`config.mk`:
```
export PLATFORM = sky130hd
export DESIGN_NAME = pc_unit_flat
export DESIGN_NICKNAME = d
export VERILOG_FILES = /design/src/rtl/pc_unit_if.sv /design/src/rtl/pc_unit.sv /design/src/flat_wrapper.sv
export SDC_FILE = /design/constraint.sdc
export NUM_CORES = 1
export LEC_CHECK = 0
export BUFFER_PORTS_ARGS = -buffer_cell sky130_fd_sc_hd__buf_2
export CORE_AREA = 10 10 137 139
export CTS_CLUSTER_DIAMETER = 80
export DETAILED_ROUTE_END_ITERATION = 10
export DIE_AREA = 0 0 147 149
export PLACE_DENSITY = 0.56
export REMOVE_ABC_BUFFERS = 1
export SYNTH_ARGS = -nofsm -noshare
export SYNTH_HDL_FRONTEND = slang
export SYNTH_SLANG_ARGS = --single-unit
```
`constraint.sdc`:
```
create_clock -name clk -period 5.5 [get_ports clk]
set_input_delay 0.275 -clock clk [delete_from_list [all_inputs] [get_ports clk]]
set_output_delay 0.275 -clock clk [all_outputs]
set_load 0.005 [all_outputs]
```
`src/rtl/pc_unit_if.sv`:
```
// Fetch-PC bus: control inputs from hazard/branch logic, PC state back out.
interface pc_unit_if #(
  parameter int unsigned ADDR_W = 32
);
  logic              w_ena;
  logic              stall;
  logic              exc_req;
  logic              redir_valid;
  logic [ADDR_W-1:0] redir_pc;
  logic [ADDR_W-1:0] pc_out;
  logic [ADDR_W-1:0] pc_plus;
  logic              redir_pending;
  logic [ADDR_W-1:0] epc_out;
  logic              addr_err;

  modport master (
    output w_ena, stall, exc_req, redir_valid, redir_pc,
    input  pc_out, pc_plus, redir_pending, epc_out, addr_err
  );

  modport slave (
    input  w_ena, stall, exc_req, redir_valid, redir_pc,
    output pc_out, pc_plus, redir_pending, epc_out, addr_err
  );
endinterface

```
`src/rtl/pc_unit.sv`:
```
// Fetch-stage program counter with prioritised exception/redirect handling
// and a one-entry slot that holds a redirect arriving during a stall.
module pc_unit #(
  parameter int unsigned          ADDR_W   = 32,
  parameter logic [ADDR_W-1:0]    RESET_PC = ADDR_W'(32'h0040_0000),
  parameter logic [ADDR_W-1:0]    EXC_VEC  = ADDR_W'(32'h0040_0004),
  parameter int unsigned          INC      = 4
) (
  input  logic     clk,
  input  logic     rst,
  pc_unit_if.slave bus
);
  localparam int unsigned LSB_W = $clog2(INC);

  typedef enum logic {RUN, PEND} state_t;

  state_t            state, state_d;
  logic [ADDR_W-1:0] pc, pc_d;
  logic [ADDR_W-1:0] epc, epc_d;
  logic [ADDR_W-1:0] pend_pc, pend_d;
  logic              addr_err, addr_err_d;

  logic              adv;
  logic [ADDR_W-1:0] aligned;
  logic              misaligned;

  assign adv        = bus.w_ena & ~bus.stall;
  assign aligned    = {bus.redir_pc[ADDR_W-1:LSB_W], LSB_W'(0)};
  assign misaligned = |bus.redir_pc[LSB_W-1:0];

  // State and datapath registers.
  always_ff @(posedge clk or negedge rst) begin
    if (!rst) begin
      state    <= RUN;
      pc       <= RESET_PC;
      epc      <= '0;
      pend_pc  <= '0;
      addr_err <= 1'b0;
    end else begin
      state    <= state_d;
      pc       <= pc_d;
      epc      <= epc_d;
      pend_pc  <= pend_d;
      addr_err <= addr_err_d;
    end
  end

  // First matching rule wins; w_ena low freezes everything.
  always_comb begin
    state_d    = state;
    pc_d       = pc;
    epc_d      = epc;
    pend_d     = pend_pc;
    addr_err_d = 1'b0;
    if (bus.exc_req && bus.w_ena) begin
      pc_d    = EXC_VEC;
      epc_d   = pc;
      state_d = RUN;
    end else if (bus.redir_valid && adv) begin
      pc_d       = aligned;
      state_d    = RUN;
      addr_err_d = misaligned;
    end else if (bus.redir_valid && bus.stall && bus.w_ena) begin
      pend_d     = aligned;
      state_d    = PEND;
      addr_err_d = misaligned;
    end else if (state == PEND && adv) begin
      pc_d    = pend_pc;
      state_d = RUN;
    end else if (adv) begin
      pc_d = pc + ADDR_W'(INC);
    end
  end

  assign bus.pc_out        = pc;
  assign bus.pc_plus       = pc + ADDR_W'(INC);
  assign bus.redir_pending = (state == PEND);
  assign bus.epc_out       = epc;
  assign bus.addr_err      = addr_err;
endmodule

```
`src/flat_wrapper.sv`:
```
// flat-port wrapper written by rule: the top's interface ports become plain ports
module pc_unit_flat 
#(
  parameter int unsigned          ADDR_W   = 32,
  parameter logic [ADDR_W-1:0]    RESET_PC = ADDR_W'(32'h0040_0000),
  parameter logic [ADDR_W-1:0]    EXC_VEC  = ADDR_W'(32'h0040_0004),
  parameter int unsigned          INC      = 4
)
  (clk, rst, bus_w_ena, bus_stall, bus_exc_req, bus_redir_valid, bus_redir_pc, bus_pc_out, bus_pc_plus, bus_redir_pending, bus_epc_out, bus_addr_err);
  pc_unit_if #(.ADDR_W(ADDR_W)) bus_i ();
  input  logic clk;
  input  logic rst;
  input wire logic [$bits(bus_i.w_ena)-1:0] bus_w_ena;
  input wire logic [$bits(bus_i.stall)-1:0] bus_stall;
  input wire logic [$bits(bus_i.exc_req)-1:0] bus_exc_req;
  input wire logic [$bits(bus_i.redir_valid)-1:0] bus_redir_valid;
  input wire logic [$bits(bus_i.redir_pc)-1:0] bus_redir_pc;
  output wire logic [$bits(bus_i.pc_out)-1:0] bus_pc_out;
  output wire logic [$bits(bus_i.pc_plus)-1:0] bus_pc_plus;
  output wire logic [$bits(bus_i.redir_pending)-1:0] bus_redir_pending;
  output wire logic [$bits(bus_i.epc_out)-1:0] bus_epc_out;
  output wire logic [$bits(bus_i.addr_err)-1:0] bus_addr_err;
  assign bus_i.w_ena = bus_w_ena;
  assign bus_i.stall = bus_stall;
  assign bus_i.exc_req = bus_exc_req;
  assign bus_i.redir_valid = bus_redir_valid;
  assign bus_i.redir_pc = bus_redir_pc;
  assign bus_pc_out = bus_i.pc_out;
  assign bus_pc_plus = bus_i.pc_plus;
  assign bus_redir_pending = bus_i.redir_pending;
  assign bus_epc_out = bus_i.epc_out;
  assign bus_addr_err = bus_i.addr_err;
  pc_unit #(.ADDR_W(ADDR_W), .RESET_PC(RESET_PC), .EXC_VEC(EXC_VEC), .INC(INC)) u_core (.clk(clk), .rst(rst), .bus(bus_i));
endmodule
```
# Word level (Yosys, flattened, before mapping)
# Cells that the tools add are included.
dict set report op_classes {
  reduce_logical 10
  n_eq_ne 1
  muxes 12
  bitwise_logic 4
  add_sub_neg 1
}
# op count
set op_table {}
lappend op_table {{$mux W32} 5}
lappend op_table {{$add A32 B3 Y32 const B} 1}
lappend op_table {{$reduce_bool A4 Y1} 2}
lappend op_table {{$mux W1} 7}
lappend op_table {{$logic_and A1 B1 Y1} 5}
lappend op_table {{$ne A3 B1 Y1 const B} 1}
lappend op_table {{$not A1 Y1} 3}
lappend op_table {{$reduce_and A3 Y1} 1}
lappend op_table {{$reduce_and A2 Y1} 1}
lappend op_table {{$reduce_or A2 Y1} 1}
lappend op_table {{$and A1 B1 Y1} 1}
dict set report totals {
  output_inout_bits 98
  regBits 96
  in_bits 38
}

# Depth between registers and ports, before layout
dict set report depth {
  word_depth 7
  ltp_mapped 7
  depth_no_buf 6
}

# Worst setup path before layout
# OpenSTA, ideal clock, no wires.
dict set report synth_timing {
  kind {register to register}
  start {register u_core.pc[22] (netlist: u_core.bus.pc_out[22])}
  end {register u_core.pc[31] (netlist: u_core.bus.pc_out[31])}
  path_slack_ns 3.317
  arrival_ns 2.062
  path_stages_with_launch 7
  period_less_slack_ns 2.183
  path_buffers 1
  cell_sequence {dfstp_2 > clkbuf_1 > nand4_1 > nor4_1 > or4b_4 > a21o_1 > a22o_1}
}
dict set report synth_between {
  elab_chain_len 6
}
# item line
set synth_lines {}
lappend synth_lines {{from (decl)} pc_unit.sv:18} ;# logic [ADDR_W-1:0] pc, pc_d;
lappend synth_lines {{from (signal assigned)} pc_unit.sv:41} ;# pc <= pc_d;
lappend synth_lines {{$add A32 B3 Y32} pc_unit.sv:71} ;# pc_d = pc + ADDR_W'(INC);
lappend synth_lines {{$mux W32} pc_unit.sv:70} ;# end else if (adv) begin
lappend synth_lines {{$mux W32} pc_unit.sv:67} ;# end else if (state == PEND && adv) begin
lappend synth_lines {{$mux W32} pc_unit.sv:63} ;# end else if (bus.redir_valid && bus.stall && bus.w_ena) begin
lappend synth_lines {{$mux W32} pc_unit.sv:59} ;# end else if (bus.redir_valid && adv) begin
lappend synth_lines {{$mux W32} pc_unit.sv:55} ;# if (bus.exc_req && bus.w_ena) begin
# Every way passes these cells. The select of a mux whose other input is x is not followed.
# A chain may end at the register's enable or synchronous reset.

# Worst setup path in the final report
dict set report layout_timing {
  start {register u_core.pc[13] (netlist: u_core.bus.pc_out[13])}
  end {output port bus_pc_plus[25]}
}
dict set report layout_between {
  elab_chain_len 1
}
# item line
set layout_lines {}
lappend layout_lines {{$add A32 B3 Y32} pc_unit.sv:76} ;# assign bus.pc_plus = pc + ADDR_W'(INC);
lappend layout_lines {{to (decl)} flat_wrapper.sv:19} ;# output wire logic [$bits(bus_i.pc_plus)-1:0] bus_pc_plus;
# Every way passes these cells.

==> results.py <==
metrics = {
    "run_status": {
        "status": "completed",
    },
    "logic_synthesis": {
        "synth.distinct_cells": 60,
        "syn_inst": 441,
        "async_reset_ff_frac": 1.00,
        "netlist_area_mm2": 0.00473,
        "netlist_top_cells_area": "dfrtp_1 (48%), mux2_2 (13%), o21ai_0 (4.7%), xnor2_1 (3.5%), a22oi_1 (2.2%)",
        "ys_warn_count": 0,
        "syn_avg_cell_area_um2": 10.7,
        "ys_seq_elements": 92,
        "synthFlopType": "dfrtp_1",
        "ys_seq_area_frac": 0.487,
        "synth_edf_count": 0,
        "yosys.area.top_type": "dfrtp_1",
        "yosysTopAreaCellShare": 0.482,
    },
    "finish": {
        "area_growth_pct": 24.8,
        "layout.cells.non_filler": 791,
        "finalNetCount": 602,
        "drive_above_1_share": 0.391,
        "multi_input_area_mm2": 0.00226,
        "nFillCells": 1677,
        "seqCellArea_mm2": 0.00230,
    },
    "timing": {
        "hold_viol": 0,
        "period_needed_ps": 2950,
        "clock_skew_ps": 8.24,
        "max-slew-margin-rel": 0.397,
        "rsz0062_at_grt": "no",
        "worstMarginPinSlew_ps": 902,
        "fin_crit_sh": 0.536,
        "setup_ws_ps": 2550,
        "whs_ps": 166,
        "clock.fmax_mhz": 339,
        "fin_setup_tns_ps": 0,
        "finalSetupViolations": 0,
        "finalMaxSlewViolations": 0,
    },
    "floorplanning": {
        "num_io_pins": 136,
        "rows": 47,
        "dieArea_mm2": 0.0219,
        "die_h_um": 149,
        "core_mm2": 0.0162,
        "start_util": 0.292,
        "chipWidth_um": 147,
    },
    "place": {
        "io_buffers": 129,
        "pre_cts_ws_ps": 2920,
        "dp_hpwl_mm": 11.8,
        "place_inst": 771,
        "routabilityCongestion": 0.830,
    },
    "clocking": {
        "root_buffer": "clkbuf_16",
        "path_clk_slew_ps": 70,
        "cts_tree": "built",
        "insertion_delay_ps": 350,
        "cts.repair.resized": 0,
        "numClockSinks": 92,
        "h-tree-depth": 3,
        "numCtsBuffers": 9,
        "cts.path.max_buffers": 2,
    },
    "pwr": {
        "powerDensity_mw_per_mm2": 295,
        "ir_worst_vdd_mv": 0.163,
        "p_leak_nw": 2.86,
    },
    "grt": {
        "grt_overflow": 0,
        "grt_max_degree": 50,
        "grt_pass1_vias": 4144,
        "grt_pass1_wl_mm": 24.6,
        "antenna_found_initial": 3,
        "track_usage": 0.144,
    },
    "detailed_routing": {
        "drtIter0Drc": 357,
        "drc": 0,
        "ant_nets": 0,
        "num_vias": 4088,
        "vias_per_cell": 5.17,
        "drt_wl_total_mm": 16.0,
        "wl_per_cell_um": 20.2,
        "drt-pass1-iter-count": 6,
    },
    "critical_path": {
        "crit_fanout": 7,
        "worstSetupPathType": "reg -> out",
        "worstSetupStartpointType": "register",
        "critical_path_required_ps": 5220,
        "endpoint_kind": "output pin",
        "arrival_ps": 2670,
    },
    "worst_hold_path": {
        "min_path_type": "in -> reg",
    },
    "job": {
        "drv_cap": 0,
    },
}
[sequential cells by signal (all words and copies together), names as in the netlist]
| name | cells |
|---|---|
| u_core.bus.pc_out | 30 |
| u_core.bus.addr_err | 1 |
| u_core.bus.redir_pending | 1 |
| u_core.bus.epc_out | 30 |
| u_core.pend_pc | 30 |
[cell usage after synthesis (2+ instances only)]
| library cell | count |
|---|---|
| a21o_1 | 5 |
| a21oi_1 | 9 |
| a22o_1 | 3 |
| a22oi_1 | 14 |
| a31oi_1 | 7 |
| and3_1 | 8 |
| and4_1 | 2 |
| buf_2 | 2 |
| buf_4 | 6 |
| clkbuf_1 | 21 |
| dfrtp_1 | 91 |
| inv_1 | 14 |
| mux2_2 | 53 |
| mux2i_1 | 4 |
| nand2_1 | 27 |
| nand3_1 | 19 |
| nand3b_1 | 2 |
| nand4_1 | 5 |
| nor2_1 | 20 |
| nor3_1 | 5 |
| nor4_1 | 4 |
| nor4_2 | 2 |
| o21a_1 | 3 |
| o21ai_0 | 44 |
| o221a_2 | 4 |
| o221ai_1 | 5 |
| o2bb2ai_1 | 3 |
| or2_2 | 2 |
| or3b_2 | 2 |
| xnor2_1 | 19 |
| xor2_1 | 7 |
[final timing paths]
check / from / endpoint / slack [ps] / cells after the start
max in group asynchronous: rst / u_core.bus.pc_out[16] / 3930 / 3
max: u_core.bus.pc_out[13] / bus_pc_plus[25] / 2550 / 6
min reg2reg: u_core.bus.epc_out[30] / u_core.bus.epc_out[30] / 480 / 2
max reg2reg: u_core.bus.pc_out[3] / u_core.bus.pc_out[26] / 3040 / 6
min in group asynchronous: rst / u_core.bus.pc_out[31] / 460 / 2
min: bus_redir_pc[8] / u_core.bus.pc_out[8] / 170 / 3
[layout make-up]
cell class / instances / area share
inverter: 14 / 0.00891
multi-input combinational: 310 / 0.383
clock inverter: 1 / 0.00509
antenna: 3 / 0.00127
timing repair buffer: 136 / 0.119
clock buffer: 15 / 0.0454
tap: 220 / 0.0467
sequential: 92 / 0.390
[worst max-delay path, stage by stage (launching register included)]
cell     delay (ps)
dfrtp_1         480
nand3_1         310
or4_2           800
nor3_2          320
nand2_1         120
xnor2_1         140
buf_2           140
[cell usage in the layout (no fill, tap or decap), types with 6 or more instances in the layout]
| cell type | n |
|---|---|
| a21oi_1 | 9 |
| a22oi_1 | 14 |
| a31oi_1 | 7 |
| and3_1 | 8 |
| buf_2 | 128 |
| buf_4 | 7 |
| clkbuf_16 | 9 |
| conb_1 | 6 |
| dfrtp_1 | 91 |
| inv_1 | 14 |
| mux2_2 | 53 |
| nand2_1 | 26 |
| nand3_1 | 19 |
| nor2_1 | 20 |
| o21ai_0 | 44 |
| xnor2_1 | 19 |
| xor2_1 | 7 |
[cells by family after synthesis]
logic type,share of synthesized area
multiplexers,0.135
adder cells (fa/ha/maj),0.00265
buffers and inverters,0.0405
AO/OA/AOI/OAI,0.153
XOR/XNOR,0.0482
other,0.000793
flip-flops,0.487
AND/OR/NAND/NOR,0.133
[timing repair]
item	4_1_cts	5_1_grt
hold buffers	1	0
setup endpoints to repair	0	0
endpoints found under the hold margin	42	0
buffers inserted	0	0
[power by group]
| group | internal, mW | total [mW] | switching (mW) |
|---|---|---|---|
| Combinational | 0.132 | 0.266 | 0.133 |
| Clock | 0.379 | 0.647 | 0.268 |
| Sequential | 0.761 | 0.826 | 0.0650 |
[through the flow]
stage	power (mW)	util	cell area [µm²]
final	1.74	0.365	5900
after global routing	1.83	0.364	5890
after CTS	1.76	0.364	5890
after detailed placement	1.11	0.345	5580
after global placement	1.10	0.345	5580
after floorplan	0.962	-	4610
[per-layer routing]
metal / GRT usage / share of wire / routed length [µm] / up-vias
met3: 0.0485 / 0.077 / 1230 / 16
met4: 0.0391 / 0.012 / 196 / 2
met1: 0.181 / 0.42 / 6770 / 2050
met2: 0.233 / 0.49 / 7750 / 165
li1: - / - / - / 1855
met5: 0 / 0.00081 / 13 / -
(Power assumes the default switching activity.)
